$ cat src/rtl/branch_resolve_queue_pkg.sv
// Shared definitions for the correlating branch predictor and its resolve queue.
// Holds the 2-bit counter encodings and the counter next-state function used both
// by the predictor and by the resolve path. Queue entries are {addr, hist, state,
// taken}; the address field is sized by the consumer's ADDR_W, so the entry struct
// itself lives in the consuming module.
package branch_resolve_queue_pkg;

  localparam logic [1:0] ST_SNT = 2'b00;  // strongly not-taken
  localparam logic [1:0] ST_WNT = 2'b01;  // weakly not-taken
  localparam logic [1:0] ST_WT  = 2'b10;  // weakly taken
  localparam logic [1:0] ST_ST  = 2'b11;  // strongly taken

  // Any not-taken outcome from a non-strong state drops straight to ST_SNT, and a
  // taken outcome from either weak state jumps to ST_ST.
  function automatic logic [1:0] sat_next(input logic [1:0] state, input logic taken);
    logic [1:0] nxt;
    case (state)
      ST_SNT:  nxt = taken ? ST_WNT : ST_SNT;
      ST_WNT:  nxt = taken ? ST_ST  : ST_SNT;
      ST_WT:   nxt = taken ? ST_ST  : ST_SNT;
      default: nxt = taken ? ST_ST  : ST_WT;
    endcase
    return nxt;
  endfunction

endpackage

$ cat src/rtl/branch_resolve_queue_next.sv
// sat_counter_next: combinational 2-bit counter next-state.
//   state_i : current counter value
//   taken_i : resolved branch outcome
//   next_o  : counter value to write back
module sat_counter_next
  import branch_resolve_queue_pkg::*;
(
  input  logic [1:0] state_i,
  input  logic       taken_i,
  output logic [1:0] next_o
);

  assign next_o = sat_next(state_i, taken_i);

endmodule

$ cat src/rtl/branch_resolve_queue.sv
// branch_resolve_queue: in-order queue of in-flight branch predictions.
// Each resolve pops the head, produces a registered BHT write-back, mispredict
// pulse and committed history bit, and bumps saturating statistics counters.
//   pred_*     : prediction push interface (pred_ready = !full)
//   res_*      : resolution of the oldest in-flight branch
//   upd_*      : BHT write-back, valid for one cycle after a resolve
//   hist_out   : committed global history bit
//   mispredict : one-cycle flush pulse
//   occupancy  : entries held
//   br_count   : resolved branches, mp_count : mispredicts (both saturating)
//   res_err    : sticky, a resolve arrived while the queue was empty
module branch_resolve_queue
  import branch_resolve_queue_pkg::*;
#(
  parameter int unsigned ADDR_W = 10,
  parameter int unsigned DEPTH  = 4,
  parameter int unsigned CNT_W  = 16
) (
  input  logic                     clk,
  input  logic                     rst_n,
  input  logic                     pred_valid,
  input  logic [ADDR_W-1:0]        pred_addr,
  input  logic                     pred_hist,
  input  logic [1:0]               pred_state,
  input  logic                     pred_taken,
  output logic                     pred_ready,
  input  logic                     res_valid,
  input  logic                     res_taken,
  output logic                     upd_we,
  output logic                     upd_sel,
  output logic [ADDR_W-1:0]        upd_addr,
  output logic [1:0]               upd_data,
  output logic                     hist_out,
  output logic                     mispredict,
  output logic [$clog2(DEPTH):0]   occupancy,
  output logic [CNT_W-1:0]         br_count,
  output logic [CNT_W-1:0]         mp_count,
  output logic                     res_err
);

  localparam int unsigned PtrW = $clog2(DEPTH);
  localparam int unsigned OccW = PtrW + 1;

  typedef struct packed {
    logic [ADDR_W-1:0] addr;
    logic              hist;
    logic [1:0]        state;
    logic              taken;
  } entry_t;

  entry_t            entries_q [DEPTH];
  entry_t            entries_d [DEPTH];
  logic [PtrW-1:0]   head_q, head_d, tail_q, tail_d;
  logic [OccW-1:0]   occ_q, occ_d;
  logic              upd_we_q, upd_we_d, upd_sel_q, upd_sel_d;
  logic [ADDR_W-1:0] upd_addr_q, upd_addr_d;
  logic [1:0]        upd_data_q, upd_data_d;
  logic              hist_q, hist_d, mp_q, mp_d, res_err_q, res_err_d;
  logic [CNT_W-1:0]  br_cnt_q, br_cnt_d, mp_cnt_q, mp_cnt_d;

  logic       full, empty, do_res, flush, do_push, head_fwd, push_fwd;
  logic [1:0] head_state, next_state;
  entry_t     head;

  assign full  = (occ_q == OccW'(DEPTH));
  assign empty = (occ_q == '0);
  assign head  = entries_q[head_q];

  // The write-back of the previous resolve lands in the array only at the end of
  // this cycle, so a back-to-back resolve of an aliased head must see it here.
  assign head_fwd   = upd_we_q && (head.addr == upd_addr_q) && (head.hist == upd_sel_q);
  assign head_state = head_fwd ? upd_data_q : head.state;
  assign push_fwd   = upd_we_q && (pred_addr == upd_addr_q) && (pred_hist == upd_sel_q);

  assign do_res  = res_valid && !empty;
  assign flush   = do_res && (head.taken != res_taken);
  // A push alongside a mispredict is on the wrong path and is dropped.
  assign do_push = pred_valid && !full && !flush;

  sat_counter_next u_next (
    .state_i (head_state),
    .taken_i (res_taken),
    .next_o  (next_state)
  );

  always_comb begin
    entries_d = entries_q;
    if (upd_we_q) begin
      for (int i = 0; i < int'(DEPTH); i++) begin
        if (entries_q[i].addr == upd_addr_q && entries_q[i].hist == upd_sel_q) begin
          entries_d[i].state = upd_data_q;
        end
      end
    end
    if (do_push) begin
      entries_d[tail_q].addr  = pred_addr;
      entries_d[tail_q].hist  = pred_hist;
      entries_d[tail_q].state = push_fwd ? upd_data_q : pred_state;
      entries_d[tail_q].taken = pred_taken;
    end

    if (flush) begin
      head_d = head_q + PtrW'(1);
      tail_d = head_q + PtrW'(1);
      occ_d  = '0;
    end else begin
      head_d = head_q + PtrW'(do_res);
      tail_d = tail_q + PtrW'(do_push);
      occ_d  = occ_q + OccW'(do_push) - OccW'(do_res);
    end

    upd_we_d   = do_res;
    upd_sel_d  = do_res ? head.hist : upd_sel_q;
    upd_addr_d = do_res ? head.addr : upd_addr_q;
    upd_data_d = do_res ? next_state : upd_data_q;
    hist_d     = do_res ? res_taken : hist_q;
    mp_d       = flush;
    br_cnt_d   = (do_res && br_cnt_q != '1) ? br_cnt_q + CNT_W'(1) : br_cnt_q;
    mp_cnt_d   = (flush && mp_cnt_q != '1) ? mp_cnt_q + CNT_W'(1) : mp_cnt_q;
    res_err_d  = res_err_q | (res_valid && empty);
  end

  always_ff @(posedge clk or negedge rst_n) begin
    if (!rst_n) begin
      for (int i = 0; i < int'(DEPTH); i++) begin
        entries_q[i] <= '0;
      end
      head_q     <= '0;
      tail_q     <= '0;
      occ_q      <= '0;
      upd_we_q   <= 1'b0;
      upd_sel_q  <= 1'b0;
      upd_addr_q <= '0;
      upd_data_q <= '0;
      hist_q     <= 1'b0;
      mp_q       <= 1'b0;
      br_cnt_q   <= '0;
      mp_cnt_q   <= '0;
      res_err_q  <= 1'b0;
    end else begin
      entries_q  <= entries_d;
      head_q     <= head_d;
      tail_q     <= tail_d;
      occ_q      <= occ_d;
      upd_we_q   <= upd_we_d;
      upd_sel_q  <= upd_sel_d;
      upd_addr_q <= upd_addr_d;
      upd_data_q <= upd_data_d;
      hist_q     <= hist_d;
      mp_q       <= mp_d;
      br_cnt_q   <= br_cnt_d;
      mp_cnt_q   <= mp_cnt_d;
      res_err_q  <= res_err_d;
    end
  end

  assign pred_ready = !full;
  assign upd_we     = upd_we_q;
  assign upd_sel    = upd_sel_q;
  assign upd_addr   = upd_addr_q;
  assign upd_data   = upd_data_q;
  assign hist_out   = hist_q;
  assign mispredict = mp_q;
  assign occupancy  = occ_q;
  assign br_count   = br_cnt_q;
  assign mp_count   = mp_cnt_q;
  assign res_err    = res_err_q;

endmodule
$ cat config.mk
export PLATFORM = sky130hd
export DESIGN_NAME = branch_resolve_queue
export DESIGN_NICKNAME = d
export VERILOG_FILES = /design/src/rtl/branch_resolve_queue_pkg.sv /design/src/rtl/branch_resolve_queue_next.sv /design/src/rtl/branch_resolve_queue.sv
export SDC_FILE = /design/constraint.sdc
export NUM_CORES = 1
export LEC_CHECK = 0
export ABC_CLOCK_PERIOD_IN_PS = 7900
export CORE_MARGIN = 8
export CORE_UTILIZATION = 40
export DETAILED_ROUTE_END_ITERATION = 7
export DONT_BUFFER_PORTS = 1
export MAX_ROUTING_LAYER = met4
export PLACE_DENSITY_LB_ADDON = 0.25
export SYNTH_ARGS = -nofsm -noshare
export SYNTH_HDL_FRONTEND = slang
export SYNTH_SLANG_ARGS = --single-unit
$ cat constraint.sdc
create_clock -name clk -period 7.9 [get_ports clk]
set_clock_uncertainty 0.1 [all_clocks]
set_input_delay 2.37 -clock clk [delete_from_list [all_inputs] [get_ports clk]]
set_output_delay 2.37 -clock clk [all_outputs]
set_load 0.03 [all_outputs]
After elaboration in Yosys (flattened, before gate mapping)
Cells that the tools add are included.
{ "op_classes": {"addsub": 7, "magnitude_cmp": 3, "n_eq_ne": 18, "mux": 33, "bitwise_logic": 3, "n_reduce_logical": 22} }
{ "ops": {"columns": ["operator", "n"], "rows": [
  ["$bwmux W56", 4],
  ["$demux W14 S2", 4],
  ["$eq A10 B10 Y1", 6],
  ["$mux W45", 1],
  ["$mux W14", 3],
  ["$add A16 B1 Y16 const B", 2],
  ["$ne A16 B16 Y1 const B", 2],
  ["$bmux W14 S2", 1],
  ["$mux W2", 13],
  ["$logic_and A1 B1 Y1", 16],
  ["$eq A1 B1 Y1", 6],
  ["$ge A3 B3 Y1 const B", 2],
  ["$mux W3", 2],
  ["$not A2 Y3", 2],
  ["$add A2 B1 Y2", 2],
  ["$mux W4", 1],
  ["$pmux W2 S2", 1],
  ["$add A3 B1 Y3", 1],
  ["$eq A3 B3 Y1 const B", 1],
  ["$logic_not A1 Y1", 3],
  ["$logic_not A3 Y1", 1],
  ["$lt A3 B1 Y1 const B", 1],
  ["$mux W1", 3],
  ["$sub A3 B1 Y3", 1],
  ["7 further kinds", 7]
]} }
{ "word_totals": {"regBits": 112, "elab_cells": 114} }

Longest topological paths before layout
Gate-level depths: netlist (run 1).
{ "depth": {"depth_word": 11, "mapped_depth": 13} }

By module
Synthesis (run 1) repeated with hierarchy kept, for this count alone.
{ "hier_totals": {"hier_cells": 506, "hier_area_um2": 5960.7} }
{ "by_module_without_submodules": {"columns": ["module", "n_inst", "cells_each", "area_each_um2", "seq_area_each_um2"], "rows": [
  ["branch_resolve_queue", 1, 500, 5924.4, 2802.7],
  ["sat_counter_next", 1, 6, 36.3, 0.0]
]} }

Worst setup path after synthesis (run 1)
OpenSTA, ideal clock, no wires.
{ "synth_timing": {"path_kind": "in2reg", "start": "input port res_taken", "end": "register occ_q[2] (netlist: occupancy[2])", "setup_time_ns": 0.132, "arrival_time_ns": 4.102, "required_ns": 7.668, "slack_ns": 3.566, "cell_stages": 11, "n_path_buf": 0, "cell_sequence": "xor2_2 a31oi_4 inv_1 ha_1 inv_1 ha_1 inv_1 fa_1 xor2_1 xnor2_1 nor2_1"} }
{ "synth_via": {"elab_chain_len": 7} }
{ "synth_lines": {"columns": ["element", "line_no", "rtl"], "rows": [
  ["start, declared", "branch_resolve_queue.sv:28", "input logic res_taken,"],
  ["$ne A1 B1 Y1", "branch_resolve_queue.sv:76", "assign flush = do_res && (head.taken != res_taken);"],
  ["$logic_and A1 B1 Y1", "branch_resolve_queue.sv:76", null],
  ["$logic_not A1 Y1", "branch_resolve_queue.sv:78", "assign do_push = pred_valid && !full && !flush;"],
  ["$logic_and A1 B1 Y1", "branch_resolve_queue.sv:78", null],
  ["via do_push", "branch_resolve_queue.sv:61", "logic full, empty, do_res, flush, do_push, head_fwd, push_fwd;"],
  ["$add A3 B1 Y3", "branch_resolve_queue.sv:109", "occ_d = occ_q + OccW'(do_push) - OccW'(do_res);"],
  ["$sub A3 B1 Y3", "branch_resolve_queue.sv:109", null],
  ["$mux W3", "branch_resolve_queue.sv:102", "if (flush) begin"],
  ["via occ_d[2]", "branch_resolve_queue.sv:54", "logic [OccW-1:0] occ_q, occ_d;"],
  ["end signal, assigned", "branch_resolve_queue.sv:130", "occ_q <= '0;"],
  ["end signal, assigned", "branch_resolve_queue.sv:144", "occ_q <= occ_d;"],
  ["end, declared", "branch_resolve_queue.sv:54", null]
]} }
The timed path passes the listed nets, and every way through them passes these cells.
A chain may end at the register's enable or synchronous reset.

Worst setup path after layout (run 1)
{ "layout_timing": {"start": "input port res_valid", "end": "register occ_q[2] (netlist: occupancy[2])"} }
{ "layout_via": {"elab_chain_len": 7} }
{ "layout_lines": {"columns": ["element", "line_no", "rtl"], "rows": [
  ["start, declared", "branch_resolve_queue.sv:27", "input logic res_valid,"],
  ["$logic_and A1 B1 Y1 *", "branch_resolve_queue.sv:75", "assign do_res = res_valid && !empty;"],
  ["$logic_and A1 B1 Y1", "branch_resolve_queue.sv:76", null],
  ["$logic_not A1 Y1", "branch_resolve_queue.sv:78", null],
  ["$logic_and A1 B1 Y1", "branch_resolve_queue.sv:78", null],
  ["$add A3 B1 Y3", "branch_resolve_queue.sv:109", null],
  ["$sub A3 B1 Y3", "branch_resolve_queue.sv:109", null],
  ["$mux W3 *", "branch_resolve_queue.sv:102", null],
  ["via occ_d[2]", "branch_resolve_queue.sv:54", null]
]} }
Mark *: on every way through the listed nets, which the timed path passes. The rest lies on a longest branch.

==> results.sh, run 1 <==
export IMPL_status="finished clean"
export IMPL_synth_commonest_cells="111 x dfrtp_1, 87 x xnor2_1, 48 x mux2_2, 40 x nand2_1, 38 x mux2i_1"
export IMPL_core_sq_um=14500
export IMPL_drt_first_pass_iters=4
export IMPL_dr_total_vias=3691
export IMPL_grt_pass1_vias=4084
export IMPL_grt_pass1_wl_um=22600
export IMPL_cts_tree="yes"
export IMPL_p_leak_nw=2.59
export IMPL_rsz0062_at_grt="false"
export IMPL_async_flop_share_pct=100
export IMPL_met1_length_um=5980
export IMPL_ys_warn_count=0
export IMPL_crit_family="adder cells"
export IMPL_rows=44
export IMPL_n_antenna_cell=0
export IMPL_ant_nets=0
export IMPL_fin_util_pct=43.6
export IMPL_setup_violations=0
export IMPL_cts_resized=0
export IMPL_hold_path_class="reg -> reg"
export IMPL_fmax_mhz=237
export IMPL_period_needed_ns=4.23
export IMPL_crit_path_start_kind="input port"
export IMPL_grt_max_degree=112
export IMPL_top_layer_used="met4"
export IMPL_holdPathStages=1
export IMPL_antenna_found_initial=0
export IMPL_reg2regPathDepth=10
export IMPL_hold_viol=0
export IMPL_worstSetupEndpointType="flop"
export IMPL_slowest_delay_ns=0.37
export IMPL_start_util_pct=40.9
export IMPL_synth_top_cell_area_share_pct=46.9
export IMPL_cts_root_buf="clkbuf_16"
export IMPL_synthCells=506
export IMPL_syn_avg_cell_area_sq_um=11.7
export IMPL_die_area_sq_um=19000
export IMPL_place_hpwl_um=9800
export IMPL_setup_tns_final_ns=0
export IMPL_area_growth_pct=6.51
export IMPL_crit_path_max_fanout=22
export IMPL_arrival_ns=4.35
export IMPL_nFillCells=1391
export IMPL_ir_drop_mv=0.258
export IMPL_p_per_area_nw_per_um2=454
export IMPL_drc=0
export IMPL_drt_iter0_drc=154
export IMPL_synth_edf_count=0
export IMPL_yosysSeqAreaShare_pct=46.9
export IMPL_worstMarginPinSlew_ns=0.906
export IMPL_multiInputGateArea_sq_um=2950
export IMPL_critPathKind="in -> reg"
export IMPL_place_congestion=0.817
export IMPL_r2r_setup_slack_ns=4.28
export IMPL_clock_sinks=111
export IMPL_synth_nets=533
export IMPL_htreeDepth=3
export IMPL_synth_top_cell_by_area="dfrtp_1"
export IMPL_crit_buf_inv=4
export IMPL_track_usage_pct=15.9
export IMPL_routed_wl_met2_um=6490
export IMPL_worstSetupPathDepth=11
export IMPL_max_cap_violations=0
export IMPL_cts_setup_buffers=0
export IMPL_holdBufCountCts=0
export IMPL_regArea_sq_um=2780
export IMPL_fin_nets=518
export IMPL_ioPinCount=72
export IMPL_cts_buffers=9
export IMPL_cts_path_max_buffers=2
export IMPL_synth_most_common_cell="dfrtp_1"
export IMPL_worstSkewPairLatency_ns=0.35
export IMPL_wl_per_cell_um=20.2
export IMPL_die_h_um=138
export IMPL_slew_headroom_pct=39.6
export IMPL_wl_um=13800
export IMPL_fp_dieW_um=138
export IMPL_synth_flop_cell="dfrtp_1"
export IMPL_slew_violations=0
export IMPL_drive_gt1_share_pct=16.1
export IMPL_route_met3_wl_um=1080
export IMPL_path_clk_slew_ns=0.08
export IMPL_gr_total_overflow=0
export IMPL_synth_area_leaders="dfrtp_1 47%, xnor2_1 13%, mux2_2 9.1%"
export IMPL_worst_path_max_delay_cell="fa_1"
export IMPL_cp_cell_sequence="o21ai_1 > buf_4 > inv_1 > ha_1 > inv_1 > ha_1 > inv_1 > fa_1 > xor2_1 > xnor2_1 > nor2_1"
export IMPL_period_share_pct=53.5
export IMPL_ys_ff_latch=111
export IMPL_post_synth_num_cell_types=43
export IMPL_critPathRequiredTime_ns=8.02
export IMPL_portBuffers=0
export IMPL_path_common_cell="inv_1"
export IMPL_via_per_inst=5.43
export IMPL_syn_cell_area_sq_um=5920
-- cell usage in the layout (no fill, tap or decap), types with 3 or more instances in the layout --
cell type,n
a21oi_1,5
dfrtp_1,111
mux2i_1,38
nand2_1,40
mux2_2,48
mux2_1,10
nor2_1,13
o21ai_0,10
xnor2_1,87
nand4_1,28
mux4_2,5
xor2_1,13
a31o_2,3
nand3_1,9
and2_1,6
clkbuf_16,9
inv_1,11
nor3_1,10
ha_1,7
-- routing by layer --
layer,GRT usage [%],vias up
li1,-,1715
met5,-,-
met2,24.7,88
met3,5.18,14
met4,4.04,0
met1,19.6,1874
-- worst paths after layout --
| check | from | end |
|---|---|---|
| worst max-delay path | res_valid | occupancy[2] |
| worst min-delay path | flop | flop |
| worst max register to register | head_q[0] | upd_data[1] |
| worst min register to register | flop | flop |
| max in group asynchronous | rst_n | async pin |
| min in group asynchronous | rst_n | upd_sel |
-- area by class of cell --
type / instances / area share [%]
Multi-Input combinational cell: 356 / 46.8
Clock inverter: 5 / 0.615
Inverter: 11 / 0.655
Timing Repair Buffer: 2 / 0.238
Tap cell: 184 / 3.65
Sequential cell: 111 / 44.0
Clock buffer: 11 / 4.01
-- power breakdown --
part           switching, mW  leakage [nW]  internal, mW
Combinational          0.523          1.08         0.610
Clock                  0.212         0.143         0.234
Sequential             0.485          1.37         0.798
-- logic make-up (layout without fill, tap and decap cells) --
group           count (synthesis)  after routing  share of synthesized area (%)
compound gates                 27             27                           3.04
xor+xnor                      101            101                           15.1
fa+ha+maj                       8              8                           1.82
buf+inv                        39             29                           3.25
flops                         111            111                           46.9
mux                           101            101                           19.4
simple gates                  119            119                           10.5
-- metrics by stage --
step                      instance area [sq um]  hold slack [ns]  setup slack, ns  total power [mW]  instances
after floorplan                            5920            0.374             3.57              2.17        506
after global placement                     6010            0.389             3.44              2.41        664
after detailed placement                   6010            0.393             3.33              2.44        664
after CTS                                  6310            0.411             3.70              2.90        680
after global routing                       6310            0.427             3.49              3.08        680
final                                      6310            0.406             3.67              2.86        680
Power figures use the tool's default switching activity.
==> inputs of run 2 (changes only) <==
- ABC_CLOCK_PERIOD_IN_PS: 7900 -> 3800
- clock period: 7.9 -> 3.8 ns (I/O delays scaled with it)
==> run 2 against run 1 <==
Against the previous run: die area stayed put; clock power is 120% higher; worst hold slack worse by 0.041 ns; utilization is 0.37 points higher; largest power group unchanged.
==> results.sh, run 2 (same netlist as run 1, synthesis figures left out) <==
export IMPL_whs_ns=0.365
export IMPL_cts_setup_buffers=0
export IMPL_worstSkewPairLatency_ns=0.36
export IMPL_cts_resized=0
export IMPL_holdBufCountCts=0
export IMPL_die_area_sq_um=19000
export IMPL_drt_iter0_drc=137
export IMPL_slew_headroom_pct=47.1
export IMPL_critPathKind="reg -> reg"
export IMPL_worstMarginPinSlew_ns=0.793
export IMPL_track_usage_pct=16.0
export IMPL_cts_root_buf="clkbuf_16"
export IMPL_power_total_mw=6.01
export IMPL_gr_total_overflow=0
export IMPL_ioPinCount=72
export IMPL_grt_max_degree=112
export IMPL_start_util_pct=40.9
export IMPL_crit_reg2reg_launch="head_q[0]"
export IMPL_grt_pass1_vias=4028
export IMPL_period_share_pct=85.2
export IMPL_p_leak_nw=2.63
export IMPL_fin_cells=685
export IMPL_place_congestion=0.805
export IMPL_dp_cells=670
export IMPL_cts_tree="yes"
export IMPL_via_per_inst=5.33
export IMPL_wl_per_cell_um=20.0
export IMPL_post_place_ws_ns=0.571
export IMPL_drc=0
export IMPL_status="finished clean"
export IMPL_setup_violations=0
export IMPL_startpoint="head_q[0]"
export IMPL_area_growth_pct=7.42
export IMPL_fin_util_pct=43.9
export IMPL_setup_slack_ns=0.564
export IMPL_rows=44
export IMPL_ir_drop_mv=0.517
export IMPL_critPathRequiredTime_ns=3.99
export IMPL_fmax_mhz=309
export IMPL_n_antenna_cell=0
export IMPL_design_area_sq_um=6360
export IMPL_drive_gt1_share_pct=17.0
export IMPL_max_cap_violations=0
export IMPL_place_hpwl_um=9860
export IMPL_cts_path_max_buffers=2
export IMPL_rsz0062_at_grt="false"
export IMPL_period_needed_ns=3.24
export IMPL_htreeDepth=3
export IMPL_slew_violations=0
export IMPL_nFillCells=1365
export IMPL_final_common_cell="dfrtp_1"
export IMPL_worstSetupEndpointType="flop"
export IMPL_crit_path_max_fanout=11
export IMPL_drt_first_pass_iters=4
export IMPL_portBuffers=0
export IMPL_fp_dieW_um=138
export IMPL_placedInstanceArea_sq_um=6060
export IMPL_antenna_found_initial=0
export IMPL_wl_um=13700
export IMPL_cts_buffers=9
export IMPL_layout_common_cells="111 x dfrtp_1, 87 x xnor2_1, 48 x mux2_2"
export IMPL_clock_sinks=111
export IMPL_p_per_area_nw_per_um2=946
export IMPL_core_sq_um=14500
export IMPL_path_clk_slew_ns=0.08
export IMPL_hold_viol=0
export IMPL_setup_tns_final_ns=0
export IMPL_dr_total_vias=3648
export IMPL_die_h_um=138
export IMPL_grt_pass1_wl_um=22400
export IMPL_crit_path_start_kind="flop"
export IMPL_arrival_ns=3.42
export IMPL_hold_path_class="in -> async"
export IMPL_fin_nets=524
export IMPL_ant_nets=0
-- run 2: cell count changes in the layout (fill, tap and decap cells not counted) --
| cell | change |
|---|---|
| buf_4 | +6 |
| bufinv_16 | +1 |
| clkbuf_8 | -2 |
| clkinv_2 | -1 |
| clkinv_4 | -1 |
| inv_6 | +1 |
| inv_8 | +1 |
-- run 2: layer usage --
layer	wire, um	vias to the layer above	track usage, %
met2	6450	84	24.9
met5	0	-	-
met3	925	19	5.07
met4	216	0	5.01
li1	-	1732	-
met1	6120	1813	19.4
-- run 2: critical path: stages (launching register included) --
cell,delay (ns)
dfrtp_1,0.46
inv_1,0.41
mux2_2,0.42
xor2_1,0.16
nand4_1,0.15
or4_1,0.65
mux2i_1,0.17
ha_1,0.35
nor2_1,0.11
a21oi_1,0.04
o21ai_0,0.12
-- run 2: cell type report --
type                       instances  area (sq um)  area share, %
clock buffer                       9           225           3.54
clock inverter                     6          75.1           1.18
inverter                          11          41.3          0.649
multi-input combinational        356          2950           46.4
sequential                       111          2780           43.7
tap                              184           230           3.62
timing repair buffer               8          60.1          0.944
-- run 2: report_power, final --
group	total (mW)	leakage, nW	internal, mW	switching (mW)
logic	2.41	1.11	1.29	1.12
clock network	0.979	0.145	0.520	0.459
registers	2.63	1.37	1.66	0.967
total	6.01	2.63	3.47	2.54
-- run 2: worst paths after layout --
kind / slack [ns] / end / depth (start not counted)
max in group asynchronous: 2.98 / async pin / 0
max: 0.56 / upd_data[1] / 10
min reg2reg: 0.41 / flop / 1
min: 0.37 / async pin / 0
max reg2reg: 0.56 / upd_data[1] / 10
min in group clk: 0.41 / flop / 1
==> inputs of run 3 (changes only) <==
- PLACE_DENSITY_LB_ADDON: 0.25 -> 0.08
==> run 3 against run 2 <==
Against the previous run: cell count fell by 0.15%; via count shrank 0.22%; total power is 0.92% lower; sequential cell count unchanged; clock power fell by 8.1%; maximum frequency shrank 0.64%; die area stayed put; first-iteration DRC count rose by 30%; setup slack worse by 0.021 ns; critical endpoint unchanged.
==> results.sh, run 3 (same netlist as run 1, synthesis figures left out) <==
export IMPL_holdBufCountCts=0
export IMPL_nFillCells=1371
export IMPL_gr_total_overflow=0
export IMPL_clkPwrFrac_pct=15.1
export IMPL_slew_headroom_pct=49.3
export IMPL_setup_tns_final_ns=0
export IMPL_cts_setup_buffers=0
export IMPL_max_cap_violations=0
export IMPL_period_share_pct=85.7
export IMPL_hold_path_class="in -> async"
export IMPL_fmax_mhz=307
export IMPL_track_usage_pct=16.3
export IMPL_hold_viol=0
export IMPL_ant_nets=0
export IMPL_top_layer_used="met4"
export IMPL_met1_length_um=6430
export IMPL_r2r_end="upd_data[1]"
export IMPL_p_int_mw=3.41
export IMPL_via_per_inst=5.32
export IMPL_layout_common_cells="111 x dfrtp_1, 87 x xnor2_1, 48 x mux2_2"
export IMPL_combPwrFrac_pct=40.3
export IMPL_period_needed_ns=3.26
export IMPL_drt_iter0_drc=178
export IMPL_critPathKind="reg -> reg"
export IMPL_cts_root_buf="clkbuf_16"
export IMPL_rsz0062_at_grt="false"
export IMPL_grt_pass1_vias=3921
export IMPL_grt_pass1_wl_um=22800
export IMPL_portBuffers=0
export IMPL_cts_path_max_buffers=2
export IMPL_crit_path_start_kind="flop"
export IMPL_path_clk_slew_ns=0.08
export IMPL_drive_gt1_share_pct=16.4
export IMPL_htreeDepth=3
export IMPL_n_antenna_cell=0
export IMPL_seq_power_share_pct=44.5
export IMPL_place_congestion=0.789
export IMPL_final_common_cell="dfrtp_1"
export IMPL_crit_path_max_fanout=11
export IMPL_place_hpwl_um=10000
export IMPL_die_h_um=138
export IMPL_cts_tree="yes"
export IMPL_p_switching_mw=2.55
export IMPL_start_util_pct=40.9
export IMPL_arrival_ns=3.44
export IMPL_slew_violations=0
export IMPL_sw_frac_of_total_pct=42.8
export IMPL_reg2regPathDepth=10
export IMPL_wl_per_cell_um=20.8
export IMPL_cts_resized=0
export IMPL_area_growth_pct=6.93
export IMPL_whs_ns=0.385
export IMPL_p_leak_nw=2.61
export IMPL_die_area_sq_um=19000
export IMPL_worstSetupEndpointType="flop"
export IMPL_fin_nets=522
export IMPL_status="finished clean"
export IMPL_p_per_area_nw_per_um2=941
export IMPL_cts_buffers=9
export IMPL_clock_sinks=111
export IMPL_antenna_found_initial=0
export IMPL_drt_first_pass_iters=4
export IMPL_worstMarginPinSlew_ns=0.755
export IMPL_dr_total_vias=3640
export IMPL_rows=44
export IMPL_r2r_setup_slack_ns=0.54
export IMPL_crit_reg2reg_launch="head_q[0]"
export IMPL_setup_violations=0
export IMPL_grt_max_degree=112
export IMPL_wl_um=14200
export IMPL_core_sq_um=14500
export IMPL_critPathRequiredTime_ns=3.98
export IMPL_worstSkewPairLatency_ns=0.36
export IMPL_fp_dieW_um=138
export IMPL_ir_drop_mv=0.364
export IMPL_drc=0
export IMPL_routed_wl_met2_um=6790
export IMPL_route_met3_wl_um=834
export IMPL_ioPinCount=72
-- run 3: cell count changes in the layout (fill, tap and decap cells not counted) --
cell	change
buf_12	+1
buf_4	-3
bufinv_16	-1
clkbuf_1	+2
clkinv_2	+1
inv_6	-1
-- run 3: worst max-delay path by stage --
stage | from | endpoint | slack, ns | cells after the start
2_1_floorplan | res_taken | occupancy[2] | 0.70 | 11
3_3_place_gp | res_taken | occupancy[2] | 0.61 | 11
3_5_place_dp | res_taken | occupancy[2] | 0.58 | 11
4_1_cts | head_q[0] | upd_data[1] | 0.56 | 10
5_1_grt | head_q[0] | upd_data[1] | 0.33 | 10
6_report | head_q[0] | upd_data[1] | 0.54 | 10
-- run 3: cell type report --
class                      count  area [sq um]  share of cell area, %
clock buffer                  11           233                   3.68
clock inverter                 5          41.3                  0.652
inverter                      11          41.3                  0.652
multi-input combinational    356          2950                   46.6
sequential                   111          2780                   43.9
tap                          184           230                   3.64
timing repair buffer           6          57.6                  0.909
-- run 3: stage by stage --
step	instance area (sq um)	power [mW]	setup WS [ns]	utilization [%]	std cells
after floorplan	5920	4.50	0.696	-	506
after global placement	6060	5.08	0.609	41.8	668
after detailed placement	6060	5.11	0.577	41.8	668
after CTS	6330	6.05	0.560	43.7	684
after global routing	6330	6.41	0.328	43.7	684
final	6330	5.96	0.543	43.7	684
-- run 3: worst max-delay path, stage by stage, from the launching register on --
cell	delay, ns
dfrtp_1	0.46
inv_1	0.44
mux2_2	0.42
xor2_1	0.17
nand4_1	0.17
or4_1	0.63
mux2i_1	0.16
ha_1	0.35
nor2_1	0.12
a21oi_1	0.05
o21ai_0	0.13
-- run 3: power groups by stage --
stage	Clock, mW	Combinational, mW	Sequential (mW)
floorplan	0	2.18	2.32
global placement	0	2.40	2.67
detailed placement	0	2.43	2.69
CTS	0.939	2.44	2.67
global route	0.981	2.67	2.76
finish	0.900	2.40	2.65
-- run 3: routing by layer --
layer,up-vias,GRT usage [%]
met1,1843,20.7
met5,-,-
li1,1724,-
met2,63,25.2
met3,10,4.67
met4,0,4.35
